## src/rtl/seg_seq_scan_pkg.sv

```systemverilog
// Shared definitions for the seven-segment sequencer: segment font (active-high),
// FSM state encoding and pushbutton indices.
package seg_seq_scan_pkg;

    typedef enum logic [1:0] {
        ST_IDLE  = 2'd0,
        ST_RUN   = 2'd1,
        ST_PAUSE = 2'd2
    } state_t;

    localparam int BTN_RUN  = 0;
    localparam int BTN_CLR  = 1;
    localparam int BTN_DIR  = 2;
    localparam int BTN_STEP = 3;

    // Segment order {dp,g,f,e,d,c,b,a}, 1 = lit
    localparam logic [7:0] SEG_0     = 8'h3F;
    localparam logic [7:0] SEG_1     = 8'h06;
    localparam logic [7:0] SEG_2     = 8'h5B;
    localparam logic [7:0] SEG_3     = 8'h4F;
    localparam logic [7:0] SEG_4     = 8'h66;
    localparam logic [7:0] SEG_5     = 8'h6D;
    localparam logic [7:0] SEG_6     = 8'h7D;
    localparam logic [7:0] SEG_7     = 8'h07;
    localparam logic [7:0] SEG_8     = 8'h7F;
    localparam logic [7:0] SEG_9     = 8'h6F;
    localparam logic [7:0] SEG_BLANK = 8'h00;

    function automatic logic [7:0] seg_font(input logic [3:0] d);
        case (d)
            4'd0:    return SEG_0;
            4'd1:    return SEG_1;
            4'd2:    return SEG_2;
            4'd3:    return SEG_3;
            4'd4:    return SEG_4;
            4'd5:    return SEG_5;
            4'd6:    return SEG_6;
            4'd7:    return SEG_7;
            4'd8:    return SEG_8;
            4'd9:    return SEG_9;
            default: return SEG_BLANK;
        endcase
    endfunction

endpackage

```

## src/rtl/seg_seq_scan_btn_debounce.sv

```systemverilog
// Pushbutton conditioner: 2-FF synchroniser, symmetric DEB_CYC-sample debounce,
// and a single-cycle pulse on each recognised press (button is active-low).
module seg_seq_scan_btn_debounce
    import seg_seq_scan_pkg::*;
#(
    parameter int DEB_CYC = 2
) (
    input  logic clk,
    input  logic rst_n,
    input  logic btn_n,
    output logic press
);

    localparam int CW = (DEB_CYC > 1) ? $clog2(DEB_CYC) : 1;

    logic          sync_p0;
    logic          sync_p1;
    logic          held;
    logic [CW-1:0] cnt;

    // held=1 means pressed; a sample equal to held disagrees with the stable level
    always_ff @(posedge clk or negedge rst_n) begin
        if (!rst_n) begin
            sync_p0 <= 1'b1;
            sync_p1 <= 1'b1;
            held    <= 1'b0;
            cnt     <= '0;
            press   <= 1'b0;
        end else begin
            sync_p0 <= btn_n;
            sync_p1 <= sync_p0;
            press   <= 1'b0;
            if (sync_p1 == held) begin
                if (cnt == CW'(DEB_CYC - 1)) begin
                    cnt   <= '0;
                    held  <= ~held;
                    press <= ~held;
                end else begin
                    cnt <= cnt + 1'b1;
                end
            end else begin
                cnt <= '0;
            end
        end
    end

endmodule

```

## src/rtl/seg_seq_scan.sv

```systemverilog
// N-digit BCD up/down counter with run/pause/step control on a multiplexed 7-seg display.
// Optional macro LZ_BLANK_EN blanks leading zeros (digit 0 always shown).
module seg_seq_scan
    import seg_seq_scan_pkg::*;
#(
    parameter int NUM_DIG     = 4,
    parameter int CLK_HZ      = 27_000_000,
    parameter int SCAN_HZ     = 1000,
    parameter int TICK_HZ     = 10,
    parameter int DEB_MS      = 20,
    parameter int DIG_ACT_LOW = 1,
    parameter int SEG_ACT_LOW = 1
) (
    input  logic                 clk,
    input  logic                 rst_n,
    input  logic [3:0]           button,
    output logic [NUM_DIG-1:0]   dig,
    output logic [7:0]           smg,
    output logic [4*NUM_DIG-1:0] count_o,
    output logic                 run_o
);

    localparam int CNT_W    = 4 * NUM_DIG;
    localparam int SCAN_DIV = (CLK_HZ / SCAN_HZ > 0) ? CLK_HZ / SCAN_HZ : 1;
    localparam int TICK_DIV = (CLK_HZ / TICK_HZ > 0) ? CLK_HZ / TICK_HZ : 1;
    localparam int DEB_CYC  = (CLK_HZ / 1000 * DEB_MS > 0) ? CLK_HZ / 1000 * DEB_MS : 1;
    localparam int IW       = (NUM_DIG > 1) ? $clog2(NUM_DIG) : 1;
    localparam int SW       = (SCAN_DIV > 1) ? $clog2(SCAN_DIV) : 1;
    localparam int TW       = (TICK_DIV > 1) ? $clog2(TICK_DIV) : 1;
    localparam logic [NUM_DIG-1:0] DIG_OFF = (DIG_ACT_LOW != 0) ? '1 : '0;
    localparam logic [7:0]         SEG_OFF = (SEG_ACT_LOW != 0) ? 8'hFF : 8'h00;

    function automatic logic [CNT_W-1:0] bcd_inc(input logic [CNT_W-1:0] v);
        logic [CNT_W-1:0] r;
        logic             c;
        r = v;
        c = 1'b1;
        for (int i = 0; i < NUM_DIG; i++) begin
            if (c) begin
                if (v[4*i +: 4] == 4'd9) begin
                    r[4*i +: 4] = 4'd0;
                end else begin
                    r[4*i +: 4] = v[4*i +: 4] + 4'd1;
                    c = 1'b0;
                end
            end
        end
        return r;
    endfunction

    function automatic logic [CNT_W-1:0] bcd_dec(input logic [CNT_W-1:0] v);
        logic [CNT_W-1:0] r;
        logic             b;
        r = v;
        b = 1'b1;
        for (int i = 0; i < NUM_DIG; i++) begin
            if (b) begin
                if (v[4*i +: 4] == 4'd0) begin
                    r[4*i +: 4] = 4'd9;
                end else begin
                    r[4*i +: 4] = v[4*i +: 4] - 4'd1;
                    b = 1'b0;
                end
            end
        end
        return r;
    endfunction

    logic [3:0]       press;
    state_t           state;
    logic             dir;
    logic [CNT_W-1:0] count;
    logic [TW-1:0]    tick;
    logic [SW-1:0]    scan_cnt;
    logic [IW-1:0]    idx;
    logic             tick_hit;
    logic             step_en;

    for (genvar b = 0; b < 4; b++) begin : g_btn
        seg_seq_scan_btn_debounce #(.DEB_CYC(DEB_CYC)) u_deb (
            .clk   (clk),
            .rst_n (rst_n),
            .btn_n (button[b]),
            .press (press[b])
        );
    end

    assign tick_hit = (state == ST_RUN) && (tick == TW'(TICK_DIV - 1));
    assign step_en  = tick_hit || (press[BTN_STEP] && (state != ST_RUN));

    // Control FSM and BCD counter; clear overrides every other request
    always_ff @(posedge clk or negedge rst_n) begin
        if (!rst_n) begin
            state <= ST_IDLE;
            run_o <= 1'b0;
            dir   <= 1'b0;
            count <= '0;
        end else if (press[BTN_CLR]) begin
            state <= ST_IDLE;
            run_o <= 1'b0;
            count <= '0;
        end else begin
            if (press[BTN_DIR])
                dir <= ~dir;
            if (step_en)
                count <= dir ? bcd_dec(count) : bcd_inc(count);
            if (press[BTN_RUN]) begin
                case (state)
                    ST_RUN: begin
                        state <= ST_PAUSE;
                        run_o <= 1'b0;
                    end
                    default: begin
                        state <= ST_RUN;
                        run_o <= 1'b1;
                    end
                endcase
            end
        end
    end

    always_ff @(posedge clk or negedge rst_n) begin
        if (!rst_n)
            tick <= '0;
        else if (state != ST_RUN || tick == TW'(TICK_DIV - 1))
            tick <= '0;
        else
            tick <= tick + 1'b1;
    end

    always_ff @(posedge clk or negedge rst_n) begin
        if (!rst_n) begin
            scan_cnt <= '0;
            idx      <= '0;
        end else if (scan_cnt == SW'(SCAN_DIV - 1)) begin
            scan_cnt <= '0;
            idx      <= (idx == IW'(NUM_DIG - 1)) ? '0 : idx + 1'b1;
        end else begin
            scan_cnt <= scan_cnt + 1'b1;
        end
    end

    logic [3:0]         digit_p0;
    logic [IW-1:0]      hi_nz_p0;
    logic [7:0]         seg_p0;
    logic [NUM_DIG-1:0] onehot_p0;

    always_comb begin
        digit_p0 = 4'd0;
        hi_nz_p0 = '0;
        for (int i = 0; i < NUM_DIG; i++) begin
            if (IW'(i) == idx)
                digit_p0 = count[4*i +: 4];
            if (count[4*i +: 4] != 4'd0)
                hi_nz_p0 = IW'(i);
        end
        seg_p0 = seg_font(digit_p0);
`ifdef LZ_BLANK_EN
        if (idx > hi_nz_p0)
            seg_p0 = SEG_BLANK;
`endif
        if (idx == '0 && dir)
            seg_p0[7] = 1'b1;
        onehot_p0 = NUM_DIG'(1) << idx;
    end

    // Display register stage: one cycle behind scan index / count
    logic [NUM_DIG-1:0] dig_p1;
    logic [7:0]         smg_p1;

    always_ff @(posedge clk or negedge rst_n) begin
        if (!rst_n) begin
            dig_p1 <= DIG_OFF;
            smg_p1 <= SEG_OFF;
        end else begin
            dig_p1 <= onehot_p0 ^ DIG_OFF;
            smg_p1 <= seg_p0 ^ SEG_OFF;
        end
    end

    assign dig     = dig_p1;
    assign smg     = smg_p1;
    assign count_o = count;

endmodule

```

## config.mk

```make
export PLATFORM = sky130hd
export DESIGN_NAME = seg_seq_scan
export DESIGN_NICKNAME = d
export VERILOG_FILES = /design/src/rtl/seg_seq_scan_pkg.sv /design/src/rtl/seg_seq_scan_btn_debounce.sv /design/src/rtl/seg_seq_scan.sv
export SDC_FILE = /design/constraint.sdc
export NUM_CORES = 1
export LEC_CHECK = 0
export ABC_AREA = 1
export BUFFER_PORTS_ARGS = -buffer_cell sky130_fd_sc_hd__buf_2
export CAP_MARGIN = 20
export CORE_ASPECT_RATIO = 0.6
export CORE_MARGIN = 3
export CORE_UTILIZATION = 60
export DETAILED_ROUTE_END_ITERATION = 8
export GPL_TIMING_DRIVEN = 1
export HOLD_SLACK_MARGIN = 0.1
export PLACE_DENSITY = 0.81
export SLEW_MARGIN = 20
export SYNTH_ARGS = -nofsm -noshare
export SYNTH_HDL_FRONTEND = slang
export SYNTH_SLANG_ARGS = --single-unit
```

## constraint.sdc

```tcl
create_clock -name clk -period 3.47 [get_ports clk]
set_clock_uncertainty 0.1 [all_clocks]
set_input_delay 0.347 -clock clk [delete_from_list [all_inputs] [get_ports clk]]
set_output_delay 0.347 -clock clk [all_outputs]
set_load 0.01 [all_outputs]
```

* Word-level counts from Yosys, hierarchy flattened *
Memory sizes are Yosys's and may differ from the RTL's.
Cells that the tools add are included.

cells by class
  $add $sub $neg = 15
  equal/unequal tests = 23
  shifts and indexed selects = 1
  muxes and demuxes = 69
  bitwise gates (word level) = 8
  reductions and logical operators = 23

operators by type and width
  cell                                                   count
  two-way mux 20 bit                                     8
  adder 20 x 1 -> 20 bit, second input constant          4
  == test 20 bit, second input constant                  4
  two-way mux 4 bit                                      18
  two-way mux 16 bit                                     3
  two-way mux 1 bit                                      34
  adder 22 x 1 -> 22 bit, second input constant          1
  == test 22 bit, second input constant                  1
  two-way mux 22 bit                                     1
  adder 4 x 1 -> 4 bit, second input constant            4
  == test 4 bit, second input constant                   4
  logical NOT 4 bit                                      4
  subtractor 4 x 1 -> 4 bit, second input constant       4
  adder 15 x 1 -> 15 bit, second input constant          1
  == test 15 bit, second input constant                  1
  two-way mux 15 bit                                     1
  AND reduction 2 bit                                    5
  inequality test 3 x 1 -> 1 bit, second input constant  3
  AND reduction 3 bit                                    3
  nonzero test 3 bit                                     3
  two-way mux 2 bit                                      4
  NOT 8 bit                                              1
  NOT 1 bit                                              6
  == test 1 bit                                          4
  other kinds (12)                                       17

word-level totals
  flip-flop bits (word level) = 167
  memory bits (read-only) = 112
  output and inout bits = 29
  logic and storage cells = 172
  memories kept = 1

memory list
  name             words  width  read ports  clocked after Yosys merged registers in  write ports  RTL line                RTL
  (no name shown)  16     7      1           0                                        0            seg_seq_scan_pkg.sv:30  case (d)

* Longest topological paths before layout *
  depth in word-level cells = 15
  mapped depth = 14

* By module *
Synthesis repeated with hierarchy kept, for this count alone.

second synthesis, totals
  cell total of the unflattened synthesis = 1230
  area, all modules = 9618.0 um^2

modules (own cells, without submodules)
  module                     times used  cells each  area an instance (um^2)  seq. area each (um^2)
  seg_seq_scan_btn_debounce  4           166         1352.5                   603.1
  seg_seq_scan               1           566         4207.8                   1766.7

* Worst setup path after synthesis *
No wires, ideal clock.

  path type = reg2reg
  start point = register idx[1]
  end point = register smg_p1[0], in the netlist smg[0]
  data arrival time = 1.767 ns
  data required time = 3.287 ns
  setup slack = 1.520 ns
  stages on the path, launching flop included = 13
  path buffers = 0
  period minus slack after synthesis = 1.950 ns
  path through = dfrtp_1 inv_1 ha_1 inv_2 nand2_1 o21ai_1 nand2_1 o21ai_1 inv_1 ha_1 or2_1 nand3_1 nand2_1

on the way
  longest elaborated chain between the ends = 7
  elaborated cells on any way between the ends = 10

RTL lines
  element                         RTL line             RTL
  start: declaration              seg_seq_scan.sv:75   logic [IW-1:0] idx;
  start signal: assignment        seg_seq_scan.sv:137  idx <= (idx == IW'(NUM_DIG - 1)) ? '0 : idx + 1'b1;
  logical NOT 2 bit               seg_seq_scan.sv:152  if (IW'(i) == idx)
  two-way mux 4 bit (3 in a row)  seg_seq_scan.sv:152
  two-way mux 4 bit *             seg_seq_scan.sv:152
  memory (16 x 7 bit) *           n/a
  NOT 8 bit (no source line) *    n/a
  end signal: assignment          seg_seq_scan.sv:177  smg_p1 <= seg_p0 ^ SEG_OFF;
  end: declaration                seg_seq_scan.sv:169  logic [7:0] smg_p1;

Every way passes the cells marked *; elsewhere a longest branch is shown, timed or not.
A chain may end at the register's enable or synchronous reset.

* Worst setup path after layout *
Ends and elaborated chain as after synthesis.

==> run metrics <==
clock latency reported for the late side of the worst-skew pair 0.43 ns; most used cell, CP nand2_1; IO Port Bufs 34; Yosys reg bits 166; starting density of the core around three fifths; Max VDD drop about 0.30 mV; WP data required between 3 and 4 ns; proportion of layout cells with a drive suffix above 1 roughly an eighth; Max Clock Freq approximately 450 MHz; H-tree levels 4; MaxCap Viol Count 0; Initial DRC Count between 800 and 900; Inserted Clock Buffers 17; commonest non-fill, non-tap cells in the layout nand2_1 (226), nor2_1 (187), dfrtp_1 (146); Die Wd 164 um; post-synthesis mux area share 0%; grt total ovfl 0; PwrDens 399 nW/um^2; core area roughly 15000 um^2; status finished, final reports clean; Die Ht slightly above 100 um; CP Capture Type register; Via density 5.50; CTS tree built; cell count after synthesis 1157; fill count 1150; area occupied by multi-input gates about 4200 um^2; pin count of the biggest net entering global routing 82; Setup Viol. Count Final 0; die area around 17000 um^2; Final Cycle Share 63.6%; post-route ant nets 0; post-DP HPWL ~14000 um; largest family of logic cells by synthesized area simple AND/OR/NAND/NOR gates; n_diodes 0; WL final between 15000 and 20000 um; Sink Count between 150 and 200; number of gates resized after CTS 0; CP startpoint kind register; reg-to-reg endpoint smg[0]; # IOs 35; Cell variety after synth 42; HP Class register to register; First-pass DRT Iterations 7; setup TNS 0 ns; measured slew at the worst slew-check pin about 1 ns; Root Driver clkbuf_16; Worst R2R Setup Slack 1.26 ns; Slew HR between 30% and 40%; DP Worst Slack between 1 and 1.5 ns; CTS clock-pin slew for the worst setup and hold paths 0.07 ns; Final Max Tran Viols 0; most common cell after layout, fill and taps aside nand2_1; initial antenna violation count 0; first-pass GRT wire length between 30000 and 40000 um; Largest stage delay, worst path between 0.3 and 0.4 ns; synth warn 0; Crit Path Max Fanout 5; Final Hold Vio Count 0; Levels on crit path 12; Reg area between 4000 and 5000 um^2; Cell Rows 34; Seq/Total Area, Yosys 46.2%; post-synthesis compound-gate area fraction under 10%; synthesis-to-finish area growth 11.6%; simple-gate share of the synthesized area 33.2%; synthesized area per cell 7.81 um^2; crit path kind register to register; CP Cell Sequence inv_1 -> ha_1 -> inv_2 -> nand2_1 -> o21ai_1 -> nand2_1 -> o21ai_1 -> inv_1 -> ha_1 -> or2_1 -> nand3_1 -> nand2_1; Min-Delay Endpoint g_btn[0].u_deb.sync_p1; min Tclk post-route about 2.2 ns; xor/xnor share of the synthesized area ~3.9%; via count between 7000 and 8000; Synth Area in Adders between 2 and 2.5%; CP bufs+invs 3; fin nets approximately 1200; GRT Overall Usage 25.1%; DRC violations left 0; CP top delay family simple AND/OR/NAND/NOR gates; setup slack after layout about 1.3 ns; number of global-route vias before repair between 6000 and 7000; Max Root-Sink Buffers 2; Worst EP arrival around 2.5 ns; LEAKAGE around 0.0046 uW; Post-Syn Area 9040 um^2; R2R cell count 12; GPL Wtd Cong roughly 0.9; synthesized net count about 1200; RR Startpoint idx[1]; worst hold stages 0; RSZ-0062 raised after global routing false; slowest CP cell dfrtp_1; DR WL/cell 14.1 um; worst hold path startpoint g_btn[0].u_deb.sync_p0
-- worst max path at each step --
| stage | to | slack (ns) | startpoint |
|---|---|---|---|
| after floorplan | smg[0] | 1.52 | idx[1] |
| after global placement | smg[3] | 1.39 | idx[0] |
| after detailed placement | smg[0] | 1.29 | idx[1] |
| after CTS | idx[1] | 1.28 | scan_cnt[0] |
| after global routing | idx[1] | 1.06 | scan_cnt[0] |
| final | smg[0] | 1.26 | idx[1] |
-- worst reg2reg max path: stages (launching register included) --
cell	delay, ns
dfrtp_1	0.37
inv_1	0.08
ha_1	0.23
inv_2	0.10
nand2_1	0.10
o21ai_1	0.12
nand2_1	0.05
o21ai_1	0.23
inv_1	0.15
ha_1	0.23
or2_1	0.25
nand3_1	0.08
nand2_1	0.06
-- where the power goes --
| group | switching (uW) | internal [uW] |
|---|---|---|
| Combinational | 69.3 | 25.1 |
| Sequential | 12.3 | 1960 |
| Clock | 800 | 1160 |
| Total | 882 | 3140 |
-- synthesized netlist by cell type (all sizes together) --
| cell type | instances | area [um^2] |
|---|---|---|
| and2 | 1 | 6.26 |
| o22ai | 3 | 25.0 |
| buf | 9 | 57.6 |
| dfrtp | 146 | 3650 |
| xnor2 | 10 | 87.6 |
| ha | 15 | 188 |
| xor2 | 30 | 263 |
| clkbuf | 4 | 15.0 |
| a21oi | 53 | 269 |
| o21ai | 54 | 270 |
| nor3b | 9 | 67.6 |
| clkinv | 1 | 5.00 |
| o21bai | 1 | 11.3 |
| o21a | 4 | 30.0 |
| nor4 | 2 | 12.5 |
| nor3 | 58 | 365 |
| nand3b | 2 | 15.0 |
| inv | 159 | 599 |
| nand4 | 29 | 203 |
| dfstp | 20 | 526 |
| and3 | 2 | 12.5 |
| nand3 | 93 | 516 |
| o211ai | 3 | 22.5 |
| or2 | 4 | 25.0 |
| nand2 | 234 | 898 |
| a31oi | 2 | 12.5 |
| nor2 | 209 | 885 |
-- layout make-up --
| cell class | count | area share, % |
|---|---|---|
| Sequential cell | 166 | 41.4 |
| Timing Repair Buffer | 42 | 2.59 |
| Multi-Input combinational cell | 818 | 41.5 |
| Inverter | 160 | 5.99 |
| Clock inverter | 13 | 1.70 |
| Tap cell | 198 | 2.46 |
| Clock buffer | 19 | 4.39 |
-- state kept, by name (all words and copies together), names as in the netlist --
name and count:
g_btn.u_deb.cnt 80, tick 22, count_o 16, scan_cnt 15, smg 8, dig 4, g_btn.u_deb.held 4, g_btn.u_deb.press 4
g_btn.u_deb.sync_p0 4, g_btn.u_deb.sync_p1 4, idx 2, state 2, dir 1
-- layer usage --
metal / part of all wire (%) / wire [um] / track usage [%] / vias up
met2: 43 / 8630 / 36.2 / 284
met3: 7.0 / 1400 / 4.89 / 35
met4: 1.5 / 291 / 7.80 / 0
li1: - / - / - / 3816
met1: 48 / 9630 / 38.2 / 3648
met5: 0 / 0 / 0 / -
-- what timing repair did --
action                                 in CTS  in global routing
endpoints found under the hold margin      70                  0
setup buffers                               0                  0
hold buffers                                5                  0
-- stage by stage --
stage                     hold WS (ns)  utilization (%)  power [uW]  cells  cell area (um^2)
after global routing             0.261             69.0        4170   1416             10100
after CTS                        0.257             69.0        4050   1416             10100
after detailed placement         0.247             64.4        2100   1379              9430
after floorplan                -0.0486                -        2040   1157              9040
after global placement           0.246             64.4        2090   1379              9430
final                            0.256             69.0        4020   1416             10100
-- cell families (layout without fill, tap and decap cells) --
kind of cell             Yosys count  count (layout)
flip-flops                       166             166
buffers and inverters            173             234
XOR/XNOR                          40              40
AND/OR/NAND/NOR                  643             643
AO/OA/AOI/OAI                    120             120
adder cells (fa/ha/maj)           15              15
(Power assumes the default switching activity.)
